**src/rtl/branch_predictor.sv**
```systemverilog
// Branch predictor: a table of 2-bit saturating counters indexed by PC bits, with a
// zero-latency prediction read and saturating branch and miss statistics counters.
module branch_predictor #(
    parameter int IDX_W = 2,
    parameter int CNT_W = 16
) (
    input  logic             clk_i,
    input  logic             rst_i,
    input  logic [IDX_W-1:0] predict_idx_i,
    output logic             predict_o,
    input  logic             update_valid_i,
    input  logic [IDX_W-1:0] update_idx_i,
    input  logic             taken_i,
    input  logic             pred_taken_i,
    input  logic             stall_i,
    output logic             mispredict_o,
    output logic [CNT_W-1:0] branch_cnt_o,
    output logic [CNT_W-1:0] miss_cnt_o
);

    localparam int ENTRIES = 1 << IDX_W;
    localparam logic [CNT_W-1:0] CNT_MAX = '1;

    typedef enum logic [1:0] {
        STRONG_NT = 2'b00,
        WEAK_NT   = 2'b01,
        WEAK_T    = 2'b10,
        STRONG_T  = 2'b11
    } bp_state_e;

    function automatic bp_state_e step_state(input bp_state_e cur, input logic taken);
        bp_state_e nxt;
        nxt = cur;
        case (cur)
            STRONG_NT: nxt = taken ? WEAK_NT  : STRONG_NT;
            WEAK_NT:   nxt = taken ? WEAK_T   : STRONG_NT;
            WEAK_T:    nxt = taken ? STRONG_T : WEAK_NT;
            STRONG_T:  nxt = taken ? STRONG_T : WEAK_T;
            default:   nxt = cur;
        endcase
        return nxt;
    endfunction

    logic               upd_en;
    logic [ENTRIES-1:0] pred_vec;

    // A stalled branch is re-presented later, so it must leave no trace now.
    assign upd_en       = update_valid_i & ~stall_i;
    assign mispredict_o = update_valid_i & (taken_i ^ pred_taken_i);
    assign predict_o    = pred_vec[predict_idx_i];

    genvar gi;
    generate
        for (gi = 0; gi < ENTRIES; gi++) begin : g_entry
            bp_state_e state_q;
            bp_state_e state_d;
            logic      hit;

            // upd_en gates the index compare so a floating index on idle cycles is harmless.
            assign hit = upd_en && (update_idx_i == IDX_W'(gi));

            always_comb begin
                state_d = state_q;
                if (hit) begin
                    state_d = step_state(state_q, taken_i);
                end
            end

            always_ff @(posedge clk_i or negedge rst_i) begin
                if (!rst_i) begin
                    state_q <= STRONG_T;
                end else begin
                    state_q <= state_d;
                end
            end

            assign pred_vec[gi] = state_q[1];
        end
    endgenerate

    logic [CNT_W-1:0] branch_cnt_q, branch_cnt_d;
    logic [CNT_W-1:0] miss_cnt_q,   miss_cnt_d;

    always_comb begin
        branch_cnt_d = branch_cnt_q;
        miss_cnt_d   = miss_cnt_q;
        if (upd_en) begin
            if (branch_cnt_q != CNT_MAX) begin
                branch_cnt_d = branch_cnt_q + CNT_W'(1);
            end
            if (mispredict_o && (miss_cnt_q != CNT_MAX)) begin
                miss_cnt_d = miss_cnt_q + CNT_W'(1);
            end
        end
    end

    always_ff @(posedge clk_i or negedge rst_i) begin
        if (!rst_i) begin
            branch_cnt_q <= '0;
            miss_cnt_q   <= '0;
        end else begin
            branch_cnt_q <= branch_cnt_d;
            miss_cnt_q   <= miss_cnt_d;
        end
    end

    assign branch_cnt_o = branch_cnt_q;
    assign miss_cnt_o   = miss_cnt_q;

endmodule

```
**config.mk**
```make
export PLATFORM = sky130hd
export DESIGN_NAME = branch_predictor
export DESIGN_NICKNAME = d
export VERILOG_FILES = /design/src/rtl/branch_predictor.sv
export SDC_FILE = /design/constraint.sdc
export NUM_CORES = 1
export LEC_CHECK = 0
export CAP_MARGIN = 5
export CELL_PAD_IN_SITES_DETAIL_PLACEMENT = 1
export CELL_PAD_IN_SITES_GLOBAL_PLACEMENT = 1
export CORE_MARGIN = 2
export CORE_UTILIZATION = 36
export DETAILED_ROUTE_END_ITERATION = 7
export PLACE_DENSITY = 0.8
export SYNTH_ARGS = -nofsm -noshare
export SYNTH_HDL_FRONTEND = slang
export SYNTH_SLANG_ARGS = --single-unit
```
**constraint.sdc**
```tcl
create_clock -name clk_i -period 1.5 [get_ports clk_i]
set_input_delay 0.45 -clock clk_i [delete_from_list [all_inputs] [get_ports clk_i]]
set_output_delay 0.45 -clock clk_i [all_outputs]
set_load 0.01 [all_outputs]
```
==> summary.md <==
| Metric | Value |
|---|---|
| Status | complete, but fails checks |
| Failing checks | negative setup slack |
| Reg clk slew, reported paths | 100 ps |
| Met2 Track Usage GR | 39.7% |
| Slew headroom | between 70% and 80% |
| RSZ-0062 raised after global routing | yes |
| Final slew viol count | 0 |
| PD cells | 948 nW/um2 |
| CP Capture Type | output pin |
| Main synth FF type | dfrtp_1 |
| Count leader, synth | dfrtp_1 |
| Yosys top cell by area | dfrtp_1 |
| Post-synthesis net count | around 210 |
| Final wirelength | 8.95 mm |
| Synth top cells by count | dfrtp_1 (32), xor2_1 (25), nand2_1 (20) |
| Row count | 27 |
| Sequential element share of the synthesized area | about 48% |
| CP Cell Sequence | mux4_2 -> buf_6 |
| Worst Hold Class | in -> async |
| Die Y | 80.8 um |
| Pwr Total | ~3500 uW |
| Bufs and invs on worst path | 1 |
| Max Buffers Root-to-Sink | 2 |
| YS warnings | 0 |
| IO Port Bufs | 43 |
| DRT iter0 DRCs | 94 |
| Clock Skews | 11.8 ps |
| Fin Hold WS | slightly above 90 ps |
| Die area | 6530 um2 |
| H-tree depth | 2 |
| Ranking of synthesized cells by area | dfrtp_1 (38%), xor2_1 (10%), dfstp_2 (9.9%) |
| Pleak | between 0.0015 and 0.002 uW |
| Post-route minimum period | around 1800 ps |
| Final hold viol count | 0 |
| Via Count | 2220 |
| Worst-margin pin slew | 369 ps |
| N_diodes | 0 |
| Synth top area share | 37.7% |
| Max stage delay on crit path | 470 ps |
| Setup ws final | -281 ps |
| Placed cell count | 360 |
| Async set-reset flop share out of synthesis | 100% |
| FF+latch area | 1020 um2 |
| GPL Wtd Cong | roughly 0.75 |
| Final period utilization | 119% |
| CP Launch Type | flip-flop |
| Half-perimeter wire length after placement | approximately 4.4 mm |
| Setup violators final | 23 |
| Flops & latches, synth | 40 |
| GRT Residual Overflow | 0 |
| Total core area | 5610 um2 |
| CTS tree | built |
| Syn Std Cell Area | about 2100 um2 |
| CP arrival | 1330 ps |
| Post-layout nets | 341 |
| Setup crit start | g_entry[3].state_q[1]$_DFFE_PN1P_ |
| Post-CTS Hold Buffers | 0 |
| Worst IR Drop VDD | about 670 uV |
| Share of cells above drive strength 1 | 52.7% |
| GRT Resource Usage Total | 22.7% |
| Residual DRC count | 0 |
| Vias in the first global route | 2197 |
| Peak Freq | 562 MHz |
| Worst-skew pair later-pin latency | 320 ps |
| Total CTS buffers | 5 |
| Layout Cells excl Fill | 402 |
| Filler cells | about 610 |
| CP Class | reg -> out |
| Worst r2r src | branch_cnt_o[10]$_DFFE_PN0P_ |
| Syn_area_per_cell | ~11 um2 |
| Max-Cap Viols | 0 |
| CTS sink count | 40 |
| Largest net degree at the start of global routing | 41 |
| Largest fanout on the critical path | 2 |
| Met3 usage in global routing | under 10% |
| First-pass GRT wire length | 11.1 mm |
| Synth-to-layout area growth | 74.0% |
| Drt via density | approximately 5.5 |
| Library cells used by synthesis | 43 |
| GR Util met1 | 27.7% |
| Req. time, crit path | 1050 ps |
| Cell count after synthesis | approximately 200 |
| CP max stage cell | mux4_2 |
| Root buffer cell | clkbuf_8 |
| Antenna-violating nets left | 0 |
| WL/cell | 22.3 um |
| Cell family with most CP delay | multiplexers |
| Initial antenna violation count | 0 |
| Grt peak-use layer | met2 |
| Die width | between 80 and 90 um |
| Num ports | 44 |
| Initial Util | 37.9% |
| Post-synth EDFFs | 0 |
| Iteration count of the initial detailed-routing pass | 4 |
| Area of the multi-input gates | 1430 um2 |
==> routing by layer <==
| layer | up-vias | part of all wire [%] |
|---|---|---|
| met5 | - | 0 |
| met4 | 0 | 4.5 |
| met3 | 32 | 4.4 |
| met2 | 77 | 53 |
| met1 | 1119 | 38 |
| li1 | 992 | - |
==> final cells by class <==
class,instances,area share (%)
Clock buffer,6,2.23
Sequential cell,40,27.6
Tap cell,72,2.44
Timing Repair Buffer,126,28.6
Multi-Input combinational cell,154,38.7
Inverter,2,0.203
Clock inverter,2,0.271
==> flip-flops by register name, indices dropped and copies added (netlist names) <==
name / flops
branch_cnt_o: 16
miss_cnt_o: 16
g_entry.state_q: 8
==> power breakdown <==
group	internal (uW)	total (uW)	leakage (uW)	switching, uW
Clock	369	823	0.0000510	454
Sequential	1250	1410	0.000502	161
Combinational	653	1270	0.00132	615
Total	2270	3500	0.00187	1230
==> placed cells by master (no fill, tap or decap), drive strengths merged, types with 4 or more instances in the layout <==
cell type      count
a21oi              7
nand3              9
nand4              9
xor2              26
dfstp              8
nor4              10
o21ai              8
nand2             22
dfrtp             32
clkbuf             7
nor3              10
nor2              13
clkdlybuf4s15      4
dlygate4sd2       24
buf               95
nor3b              5
==> path summary, 6_finish.rpt <==
check / end / slack, ps / cells past startpoint
hold reg to reg: g_entry[1].state_q[1]$_DFFE_PN1P_ / 520 / 2
max in group asynchronous: g_entry[0].state_q[0]$_DFFE_PN1P_ / 1120 / 2
setup / recovery: predict_o / -280 / 2
setup reg to reg: branch_cnt_o[7]$_DFFE_PN0P_ / -90 / 7
min in group clk_i: g_entry[0].state_q[1]$_DFFE_PN1P_ / 430 / 3
hold / removal: branch_cnt_o[13]$_DFFE_PN0P_ / 90 / 2
==> metrics by stage <==
step                utilization (%)  worst slack, ps  cell area (um2)  setup TNS (ps)
finish                         65.9             -281             3700           -1580
global route                   65.9             -306             3700           -3470
CTS                            60.0             -277             3370            -450
detailed placement             54.1             -879             3030          -19410
global placement               54.1             -858             3030          -17600
floorplan                         -             -161             2150            -436
==> what timing repair did <==
action                     4_1_cts  5_1_grt
setup endpoints to repair       67       39
resized for setup              100       58
pin swaps                       14       30
setup buffers                   20       15
==> logic make-up (layout without fill, tap and decap cells) <==
logic type / count (synthesis) / count (layout) / share of synthesized area [%]
simple gates: 97 / 97 / 28.3
flops: 40 / 40 / 47.6
xor+xnor: 28 / 28 / 11.9
compound gates: 22 / 22 / 6.60
mux: 5 / 5 / 3.30
buf+inv: 5 / 136 / 1.12
fa+ha+maj: 2 / 2 / 1.18
(Power assumes the default switching activity.)
==> patch: new RTL, config.mk and constraints unchanged <==
Change the parameter `IDX_W` from 2 to 4.
--- a/src/rtl/branch_predictor.sv
+++ b/src/rtl/branch_predictor.sv
@@ -1,7 +1,7 @@
 // Branch predictor: a table of 2-bit saturating counters indexed by PC bits, with a
 // zero-latency prediction read and saturating branch and miss statistics counters.
 module branch_predictor #(
-    parameter int IDX_W = 2,
+    parameter int IDX_W = 4,
     parameter int CNT_W = 16
 ) (
     input  logic             clk_i,
Interface: changed (resized predict_idx_i and update_idx_i); port bits go from 44 to 48. The function was not compared with the original's and may differ.
==> patch against the unedited design <==
The flow still finishes with violations (setup timing); power is 72% higher; setup slack worse by 0.52 ns; clock power is 120% higher; combinational power is 57% higher; global-route usage is 4.3 points higher; routed wire length is 81% higher; first-iteration DRC count is 76% higher; sequential cell count is 24 higher; area after synthesis is 62% higher; count of clock-buffer cells in the layout is 7 higher; cell area is 58% higher.
==> patch: results (changes against the unedited design) <==
| Metric | Value |
|---|---|
| Outcome | `finished with violations` |
| Failing checks | `setup timing` |
| Post-Synth Adder-Cell Area | `0.007249 (-0.004530)` |
| NumNets Final | `549 (+61%)` |
| Synth Area in Compound Gates | `0.1522 (+0.08627)` |
| Fillers | `986 (+61%)` |
| Synth warnings | `0 (unchanged)` |
| Setup_tns | `-8.621 ns (-7.039 ns)` |
| Via density | `5.700 (+3.2%)` |
| Setup WS pre-CTS | `-1.477 ns (-0.5981 ns)` |
| H-tree depth | `3 (+1)` |
| Syn Area/Cell | `10.12 um2 (-5.2%)` |
| Vias after detailed routing | `3802 (+71%)` |
| Syn Nets | `357 (+69%)` |
| Gate power share | `0.330 (-0.032)` |
| Setup Viol. Count Final | `47 (+100%)` |
| RePlAce Congestion | `0.8182 (+8.4%)` |
| Worst min path class | `in -> async` |
| First-pass GRT wire length | `21160 um (+90%)` |
| Synth top area cells | `dfstp_2 24%, dfrtp_1 23%, o21ai_0 5.9%` |
| Grt met3 use | `0.04036 (-0.001867)` |
| Register area share after synthesis | `0.4755 (about the same)` |
| Synth cell types | `47 (+9.3%)` |
| Layout cells sized above 1 | `0.5483 (+0.02105)` |
| Mux cell area share after synthesis | `0.04531 (+0.01233)` |
| Switching power | `0.002002 W (+63%)` |
| Total track usage | `0.2703 (+0.04304)` |
| DP HPWL | `7918 um (+82%)` |
| GRT met1 Usage | `0.3040 (+0.02744)` |
| Number of buffers created by CTS | `9 (+4)` |
| Max_slew headroom | `0.7143 (-0.03789)` |
| Met2 wire length | `8722 um (+85%)` |
| Worst path arrival time | `1.85 ns (+0.52 ns)` |
| Placed Area | `4896 um2 (+61%)` |
| Clock skew | `0.008626 ns (-0.003183 ns)` |
| Power share of the clock group | `0.301 (+0.066)` |
| Number of global-route vias before repair | `4054 (+85%)` |
| Buffers on Ports | `47 (+9.3%)` |
| Routed len/inst | `24.24 um (+8.9%)` |
| Worst setup margin | `-0.8029 ns (-0.5220 ns)` |
| Largest net degree at the start of global routing | `65 (+59%)` |
| Placed Cells | `599 (+66%)` |
| DRT iter0 DRCs | `165 (+76%)` |
| Clock latency at the later pin of the worst-skew pair | `0.37 ns (+0.05 ns)` |
| Routed length on met1 | `6180 um (+80%)` |
| P_int | `0.004017 W (+77%)` |
-- patch: cell type report --
| cell class | count | area, um2 | area share |
|---|---|---|---|
| Inverter | 4 | 15.01 | 0.002572 |
| Tap cell | 129 | 161.4 | 0.02765 |
| Clock buffer | 13 | 158.9 | 0.02722 |
| Timing Repair Buffer | 191 | 1630 | 0.2793 |
| Multi-Input combinational cell | 263 | 2161 | 0.3702 |
| Sequential cell | 64 | 1645 | 0.2819 |
| Clock inverter | 3 | 65.06 | 0.01115 |
-- patch: final timing paths --
check                                                   from                           endpoint  slack [ns]  cells past startpoint
max                        g_entry[6].state_q[1]$_DFFE_PN1P_                          predict_o       -0.80                      3
min                                                    rst_i         miss_cnt_o[11]$_DFFE_PN0P_         0.1                      2
max reg2reg                       miss_cnt_o[11]$_DFFE_PN0P_          miss_cnt_o[2]$_DFFE_PN0P_       -0.40                      7
min reg2reg                g_entry[0].state_q[1]$_DFFE_PN1P_  g_entry[0].state_q[1]$_DFFE_PN1P_        0.53                      2
max in group asynchronous                              rst_i  g_entry[5].state_q[1]$_DFFE_PN1P_        1.05                      2
min in group clk_i         g_entry[0].state_q[1]$_DFFE_PN1P_  g_entry[0].state_q[1]$_DFFE_PN1P_        0.53                      2
-- patch: timing repair --
| action | CTS | global route |
|---|---|---|
| cloned | 0 | 0 |
| gates resized for setup | 164 | 82 |
| endpoints found under the setup margin | 98 | 79 |
| hold buffers | 0 | 0 |
| pin swaps | 22 | 26 |
| setup buffers | 33 | 28 |
-- patch: worst max-delay path, cell delays in order, from the launching register on --
cell	delay, ns
dfstp_2	0.39
mux4_2	0.48
mux4_2	0.46
buf_2	0.15
